`config.mk`:
```
export PLATFORM = sky130hd
export DESIGN_NAME = ethernet_frame_dropper_multi
export DESIGN_NICKNAME = d
export VERILOG_FILES = /design/src/rtl/ethernet_frame_dropper_pkg.sv /design/src/rtl/sat_counter.sv /design/src/rtl/ethernet_frame_dropper_multi.sv
export SDC_FILE = /design/constraint.sdc
export NUM_CORES = 1
export LEC_CHECK = 0
export BUFFER_PORTS_ARGS = -buffer_cell sky130_fd_sc_hd__buf_2
export CELL_PAD_IN_SITES_DETAIL_PLACEMENT = 1
export CELL_PAD_IN_SITES_GLOBAL_PLACEMENT = 1
export CORE_MARGIN = 3
export CORE_UTILIZATION = 43
export DETAILED_ROUTE_END_ITERATION = 16
export GPL_TIMING_DRIVEN = 0
export PLACE_DENSITY = 0.95
export SYNTH_ARGS = -nofsm -noshare
export SYNTH_HDL_FRONTEND = slang
export SYNTH_SLANG_ARGS = --single-unit
```
`constraint.sdc`:
```
create_clock -name clk -period 5.59 [get_ports clk]
set_input_delay 0.2795 -clock clk [delete_from_list [all_inputs] [get_ports clk]]
set_output_delay 0.2795 -clock clk [all_outputs]
set_load 0.01 [all_outputs]
```
`src/rtl/ethernet_frame_dropper_pkg.sv`:
```
// Shared definitions for the multi-queue Ethernet frame dropper: FSM encoding,
// default frame limit and a constant-evaluable clog2 helper.
package ethernet_frame_dropper_pkg;

    typedef enum logic [1:0] {
        IDLE    = 2'd0,
        PASS    = 2'd1,
        DROP    = 2'd2,
        DISCARD = 2'd3
    } state_t;

    localparam int DEFAULT_MAX_FRAME_BEATS = 1522;

    function automatic int clog2(input int value);
        int result;
        result = 0;
        while ((64'(1) << result) < 64'(value)) begin
            result++;
        end
        return result;
    endfunction

endpackage

```
`src/rtl/sat_counter.sv`:
```
// Saturating statistics counter; a clear wins over a simultaneous increment.
module sat_counter #(
    parameter int WIDTH = 32
) (
    input  logic             clk,
    input  logic             rst,
    input  logic             clear,
    input  logic             inc,
    output logic [WIDTH-1:0] count
);

    // NOTE: sequential state is written with non-blocking assignments so every
    // register updates from values sampled before the clock edge.
    always_ff @(posedge clk) begin
        if (rst || clear) begin
            count <= '0;
        end else if (inc && (count != '1)) begin
            count <= count + WIDTH'(1);
        end
    end

endmodule

```
`src/rtl/ethernet_frame_dropper_multi.sv`:
```
// Whole-frame congestion dropper in front of a bank of per-queue FIFOs, with
// oversize-frame truncation and saturating pass/drop/truncate statistics.
module ethernet_frame_dropper_multi
    import ethernet_frame_dropper_pkg::*;
#(
    parameter int C_AXIS_TDATA_WIDTH = 8,
    parameter int C_AXIS_TKEEP_WIDTH = C_AXIS_TDATA_WIDTH / 8,
    parameter int C_NUM_QUEUES       = 4,
    parameter int C_TDEST_WIDTH      = 2,
    parameter int MAX_FRAME_BEATS    = DEFAULT_MAX_FRAME_BEATS,
    parameter int COUNTER_WIDTH      = 32
) (
    input  logic                          clk,
    input  logic                          rst,
    input  logic                          drop_enable,
    input  logic [C_NUM_QUEUES-1:0]       fifo_is_almost_full,
    input  logic                          count_clear,
    input  logic [C_AXIS_TDATA_WIDTH-1:0] s_axis_tdata,
    input  logic [C_AXIS_TKEEP_WIDTH-1:0] s_axis_tkeep,
    input  logic [C_TDEST_WIDTH-1:0]      s_axis_tdest,
    input  logic                          s_axis_tvalid,
    output logic                          s_axis_tready,
    input  logic                          s_axis_tlast,
    output logic [C_AXIS_TDATA_WIDTH-1:0] m_axis_tdata,
    output logic [C_AXIS_TKEEP_WIDTH-1:0] m_axis_tkeep,
    output logic [C_TDEST_WIDTH-1:0]      m_axis_tdest,
    output logic                          m_axis_tvalid,
    input  logic                          m_axis_tready,
    output logic                          m_axis_tlast,
    output logic                          m_axis_tuser,
    output logic [COUNTER_WIDTH-1:0]      passed_count,
    output logic [COUNTER_WIDTH-1:0]      dropped_count,
    output logic [COUNTER_WIDTH-1:0]      truncated_count
);

    localparam int BEAT_W_RAW = clog2(MAX_FRAME_BEATS + 1);
    localparam int BEAT_W     = (BEAT_W_RAW < 1) ? 1 : BEAT_W_RAW;
    localparam int NUM_DESTS  = 2 ** C_TDEST_WIDTH;
    localparam bit TRUNC_EN   = (MAX_FRAME_BEATS > 0);
    localparam logic [BEAT_W-1:0] TRUNC_AT =
        TRUNC_EN ? BEAT_W'(MAX_FRAME_BEATS - 1) : '0;
    localparam logic [C_TDEST_WIDTH:0] NUM_Q = (C_TDEST_WIDTH + 1)'(C_NUM_QUEUES);

    state_t                   state, state_next;
    logic [BEAT_W-1:0]        beat_cnt, beat_cnt_next;
    logic [C_TDEST_WIDTH-1:0] dest_q, dest_next;
    logic [NUM_DESTS-1:0]     full_pad;
    logic                     dest_valid;
    logic                     drop_now;
    logic                     handshake;
    logic                     trunc_beat;
    logic                     inc_pass, inc_drop, inc_trunc;

    // Data and byte enables pass straight through; only the valid/ready/last
    // qualifiers depend on the frame decision.
    assign m_axis_tdata = s_axis_tdata;
    assign m_axis_tkeep = s_axis_tkeep;
    assign m_axis_tdest = dest_q;
    assign handshake    = s_axis_tvalid && s_axis_tready;

    always_ff @(posedge clk) begin
        if (rst) begin
            state    <= IDLE;
            beat_cnt <= '0;
            dest_q   <= '0;
        end else begin
            state    <= state_next;
            beat_cnt <= beat_cnt_next;
            dest_q   <= dest_next;
        end
    end

    // NOTE: every signal driven here gets a default first, so no branch can
    // leave one unassigned and infer a latch.
    always_comb begin
        full_pad                   = '0;
        full_pad[C_NUM_QUEUES-1:0] = fifo_is_almost_full;
        dest_valid                 = {1'b0, s_axis_tdest} < NUM_Q;
        drop_now      = (drop_enable && full_pad[s_axis_tdest]) || !dest_valid;
        state_next    = state;
        beat_cnt_next = beat_cnt;
        dest_next     = dest_q;
        s_axis_tready = 1'b0;
        m_axis_tvalid = 1'b0;
        m_axis_tlast  = 1'b0;
        m_axis_tuser  = 1'b0;
        trunc_beat    = 1'b0;
        inc_pass      = 1'b0;
        inc_drop      = 1'b0;
        inc_trunc     = 1'b0;

        case (state)
            IDLE: begin
                // Decide once per frame without consuming a beat, so the
                // egress valid can never be withdrawn mid-frame.
                if (s_axis_tvalid) begin
                    dest_next  = s_axis_tdest;
                    state_next = drop_now ? DROP : PASS;
                end
            end
            PASS: begin
                s_axis_tready = m_axis_tready;
                m_axis_tvalid = s_axis_tvalid;
                trunc_beat    = TRUNC_EN && (beat_cnt == TRUNC_AT) && !s_axis_tlast;
                m_axis_tlast  = s_axis_tlast || trunc_beat;
                m_axis_tuser  = trunc_beat;
                if (handshake) begin
                    beat_cnt_next = beat_cnt + BEAT_W'(1);
                    if (s_axis_tlast) begin
                        inc_pass      = 1'b1;
                        beat_cnt_next = '0;
                        state_next    = IDLE;
                    end else if (trunc_beat) begin
                        inc_trunc     = 1'b1;
                        beat_cnt_next = '0;
                        state_next    = DISCARD;
                    end
                end
            end
            DROP: begin
                s_axis_tready = 1'b1;
                if (handshake && s_axis_tlast) begin
                    inc_drop   = 1'b1;
                    state_next = IDLE;
                end
            end
            DISCARD: begin
                s_axis_tready = 1'b1;
                if (handshake && s_axis_tlast) begin
                    state_next = IDLE;
                end
            end
            default: state_next = IDLE;
        endcase
    end

    sat_counter #(.WIDTH(COUNTER_WIDTH)) u_passed (
        .clk   (clk),
        .rst   (rst),
        .clear (count_clear),
        .inc   (inc_pass),
        .count (passed_count)
    );

    sat_counter #(.WIDTH(COUNTER_WIDTH)) u_dropped (
        .clk   (clk),
        .rst   (rst),
        .clear (count_clear),
        .inc   (inc_drop),
        .count (dropped_count)
    );

    sat_counter #(.WIDTH(COUNTER_WIDTH)) u_truncated (
        .clk   (clk),
        .rst   (rst),
        .clear (count_clear),
        .inc   (inc_trunc),
        .count (truncated_count)
    );

endmodule

```
# After elaboration in Yosys (flattened, before gate mapping)
# Index checks and enable logic that the tools add are counted.
[word_totals]
latchBits = 0
n_memories = 0
register_bits = 111
output_inout_bits = 111
inputBits = 22
ram_bits = 0
rom_bits = 0
[op_classes]
reduce_logical = 15
magnitude_cmp = 1
mux = 24
n_shift = 0
n_mul = 0
n_eq_ne = 11
addsub = 4
bitwise = 0
div_mod_pow = 0
[ops]
columns = ["op", "n"]
rows = [
  ["32-bit by 1-bit adder with 32-bit output, second input constant", 3],
  ["32-bit inequality test, second input constant", 3],
  ["11-bit 2-to-1 mux", 2],
  ["1-bit 2-to-1 mux", 13],
  ["2-bit 2-to-1 mux", 6],
  ["11-bit by 1-bit adder with 11-bit output, second input constant", 1],
  ["11-bit == test, second input constant", 1],
  ["1-bit logical AND", 7],
  ["2-bit case mux with 3 select lines", 1],
  ["2-bit == test, second input constant", 2],
  ["2-bit inequality test, second input constant", 2],
  ["2-bit AND reduction", 2],
  ["4-bit AND reduction", 1],
  ["2-bit by 3-bit less-than comparator with 1-bit output, second input constant", 1],
  ["3-bit inequality test, second input constant", 1],
  ["1-bit binary-select mux with 2-bit select", 1],
  ["2-bit by 1-bit == test with 1-bit output, second input constant", 1],
  ["2-bit zero test", 1],
  ["1-bit logical OR", 2],
  ["2-bit by 1-bit inequality test with 1-bit output, second input constant", 1],
  ["1-bit case mux with 2 select lines", 1],
  ["2-bit OR reduction", 1],
  ["1-bit zero test", 1],
]

# Longest topological paths before layout
[depth]
word_depth = 8
ltp_mapped = 9

# Modules after synthesis
# A second synthesis with hierarchy kept.
[unflattened]
cells_unflattened = 680
hier_area_um2 = 6062.1
[by_module_without_submodules]
columns = ["mod", "seq_area_each_um2", "area_each_um2", "instances", "cells_per_inst"]
rows = [
  ["sat_counter", 640.6, 1681.6, 3, 189],
  ["ethernet_frame_dropper_multi", 300.3, 1017.2, 1, 113],
]

# Worst setup path before layout
# No wires, ideal clock.
[synth_path]
path_type = "register -> register"
start = "register u_truncated.count[0]"
end = "register u_truncated.count[26]"
arrival_ns = 2.311
n_path_buf = 1
slack_ns = 3.209
setup_ns = 0.070
stages_incl_launch_ff = 8
cell_sequence = "dfxtp_1 -> ha_1 -> nand2_1 -> or4_1 -> or4b_1 -> buf_2 -> or3_1 -> a21oi_1"
[synth_via]
elab_chain_len = 2
elab_cells_between_ends = 3
[synth_rtl]
columns = ["element", "line_no", "text"]
rows = [
  ["start: declaration", "sat_counter.sv:9", "output logic [WIDTH-1:0] count"],
  ["start signal: assignment", "sat_counter.sv:18", "count <= count + WIDTH'(1);"],
  ["parallel branches: the longest is 2 deep, another holds 32-bit by 1-bit adder with 32-bit output", "--", ""],
]
# Several ways; the timed one is not identified.
# A chain may end at the register's enable or synchronous reset.

# Final worst setup path
[layout_path]
start = "register u_dropped.count[0]"
end = "register u_dropped.count[3]"
[layout_via]
elab_chain_len = 2
elab_cells_between_ends = 3
[layout_rtl]
columns = ["element", "line_no"]
rows = [
  ["start: declaration", "sat_counter.sv:9"],
  ["start signal: assignment", "sat_counter.sv:18"],
  ["parallel branches: the longest is 2 deep, another holds 32-bit by 1-bit adder with 32-bit output", "--"],
]
# Several ways; the timed one is not identified.

==> results.tsv <==
metric	value	unit
route.detailed.drc	0	
cap_violations	0	
synth.distinct_cells	55	
setup_violations	0	
nNetsFinal	876	
grt_use_total	0.255	
clock_latency	0.37	ns
crit_chain	ha_1 > and4_1 > clkbuf_1 > nand4_1 > o31ai_1 > clkbuf_1 > buf_2 > o21ai_0 > a21oi_1	
start_util	0.450	
wl_per_cell	18.5	um
worstPathRequired	5.88	ns
core_area	12900	um^2
place_area	6640	um^2
initialDrtViolationCount	436	
routabilityCongestion	0.842	
ys_warn_count	0	
grt-ovfl-total	0	
fin_skew	0.00814	ns
avgViaCountPerCell	6.00	
start_kind	register	
crit_path_end_kind	register	
cts_sinks	111	
clkTransAtPathRegs	0.07	ns
path_delay_family	buffers and inverters	
finalPower	1.56	mW
synth_ff_type	dfxtp_1	
syn_area	5820	um^2
worstPathArrival	3.07	ns
hold_path.class	input pin to register	
syn_avg_cell_area	8.12	um^2
yosysSeqAreaShare	0.382	
grt_pass1_wl	30600	um
tritoncts	done	
ys_seq_elements	111	
io_buffers	121	
ant_nets	0	
critPathMaxFanout	10	
finalHoldViolCount	0	
fin_crit_sh	0.498	
ctsHoldBuffers	0	
critical_path_buf_inv_count	3	
design.die.area	15000	um^2
slowest_delay	0.47	ns
crit_path_top_delay_cell	dfxtp_1	
areaGrowthSynthToFinish	19.6	%
syn-num-nets	744	
dp_slack	2.85	ns
dp_hpwl	13800	um
mostFrequentLayoutCell	buf_2	
max_freq	359	MHz
grt_max_degree	18	
path_common_cell	clkbuf_1	
cts_buffers	9	
final_max_slew_viol_count	0	
cts_resized	0	
rsz0062_at_grt	false	
fillerInstances	1665	
path_class	register to register	
worst_slack	2.80	ns
syn_inst	717	
htree_levels	3	
drt_first_pass_iters	5	
p_per_area	224	nW/um^2
holdWs	0.170	ns
status	completed	
fin_tns_setup	0	ns
die_h	122	um
n_antenna_cell	0	
fp-row-count	41	
top_level_ports	133	
design_area	6960	um^2
final_cell_mix	buf_2 (127), dfxtp_1 (111), nand2_1 (68), a21oi_1 (58), nor2_1 (49)	
post_cts_buffers	0	
ys_async_sr_fraction	0	
slew-limit-headroom	0.194	
root_buffer	clkbuf_16	
synth_edf_count	0	
final.min_clock_period	2.79	ns
drive_gt1_frac	0.198	
antenna_found_initial	0	
ir_worst_vdd	0.152	mV
clockBufferDepth	2	
grt_pass1_vias	6031	
p_leak	2.48	nW
die_w	122	um
vias	6156	
max_slew.worst_pin.slew	1.20	ns
routed_wl	19000	um
-- final timing paths --
path | startpoint | end | slack, ns | cells past startpoint
worst max register to register | u_dropped.count[0] | u_dropped.count[3] | 2.80 | 9
worst min register to register | u_passed.count[8] | u_passed.count[8] | 0.49 | 2
worst max-delay path | u_dropped.count[0] | u_dropped.count[3] | 2.80 | 9
worst min-delay path | s_axis_tdest[1] | m_axis_tdest[1] | 0.17 | 3
-- cell type report --
type / instances / area, um^2 / share of cell area
clock buffer: 12 / 267 / 0.0383
buffer: 49 / 225 / 0.0324
inverter: 19 / 71.3 / 0.0102
tap: 172 / 215 / 0.0309
clock inverter: 4 / 52.6 / 0.00755
multi-input combinational: 538 / 3300 / 0.474
sequential: 111 / 2220 / 0.319
timing repair buffer: 121 / 606 / 0.0870
-- worst register-to-register path: stages, from the launching register on --
cell and delay (ns):
dfxtp_1 0.47, ha_1 0.29, and4_1 0.21, clkbuf_1 0.26
nand4_1 0.16, o31ai_1 0.38, clkbuf_1 0.37, buf_2 0.30
o21ai_0 0.12, a21oi_1 0.15
-- power by group --
group,switching [mW],internal [mW],leakage (nW)
Combinational,0.0489,0.0250,1.44
Sequential,0.00225,0.793,0.894
Clock,0.305,0.384,0.147
Total,0.356,1.20,2.48
-- per-layer routing --
layer  track usage  vias to the layer above  share of wire
li1              -                     2959              -
met1         0.320                     3007           0.43
met2         0.435                      161           0.50
met3        0.0581                       29          0.049
met4        0.0763                        0          0.020
met5             0                        -              0
-- sequential cells by signal (all words and copies together), names as in the netlist --
| signal | cells |
|---|---|
| beat_cnt | 11 |
| m_axis_tdest | 2 |
| state | 2 |
| u_dropped.count | 32 |
| u_passed.count | 32 |
| u_truncated.count | 32 |
-- synthesized netlist by cell type (all sizes together) (7+ instances only) --
cell	count	area, um^2
xnor2	14	123
a21oi	58	290
nand3	44	220
inv	19	71.3
nand2	68	255
nor2	49	184
and3	12	75.1
clkbuf	33	124
mux2i	14	140
or3	38	240
a211oi	7	52.6
o21ai	33	165
buf	16	101
nor4	16	100
or4	32	241
and4	13	114
nor3	10	55.1
o31ai	26	195
dfxtp	111	2220
nand4	32	213
xor2	7	61.3
-- logic make-up after synthesis --
group | share of synthesized area
muxes | 0.0279
and+or+nand+nor | 0.324
adders and majority gates | 0.0107
buffers and inverters | 0.0509
DFF | 0.382
xor gates and xnor gates | 0.0316
AOI/OAI and AO/OA | 0.173
-- per-stage QoR --
| step | utilization | std cells |
|---|---|---|
| floorplan | - | 717 |
| detailed placement | 0.514 | 1010 |
| CTS | 0.538 | 1026 |
| global placement | 0.514 | 1010 |
| global route | 0.538 | 1026 |
| finish | 0.538 | 1026 |
(Power assumes the default switching activity.)
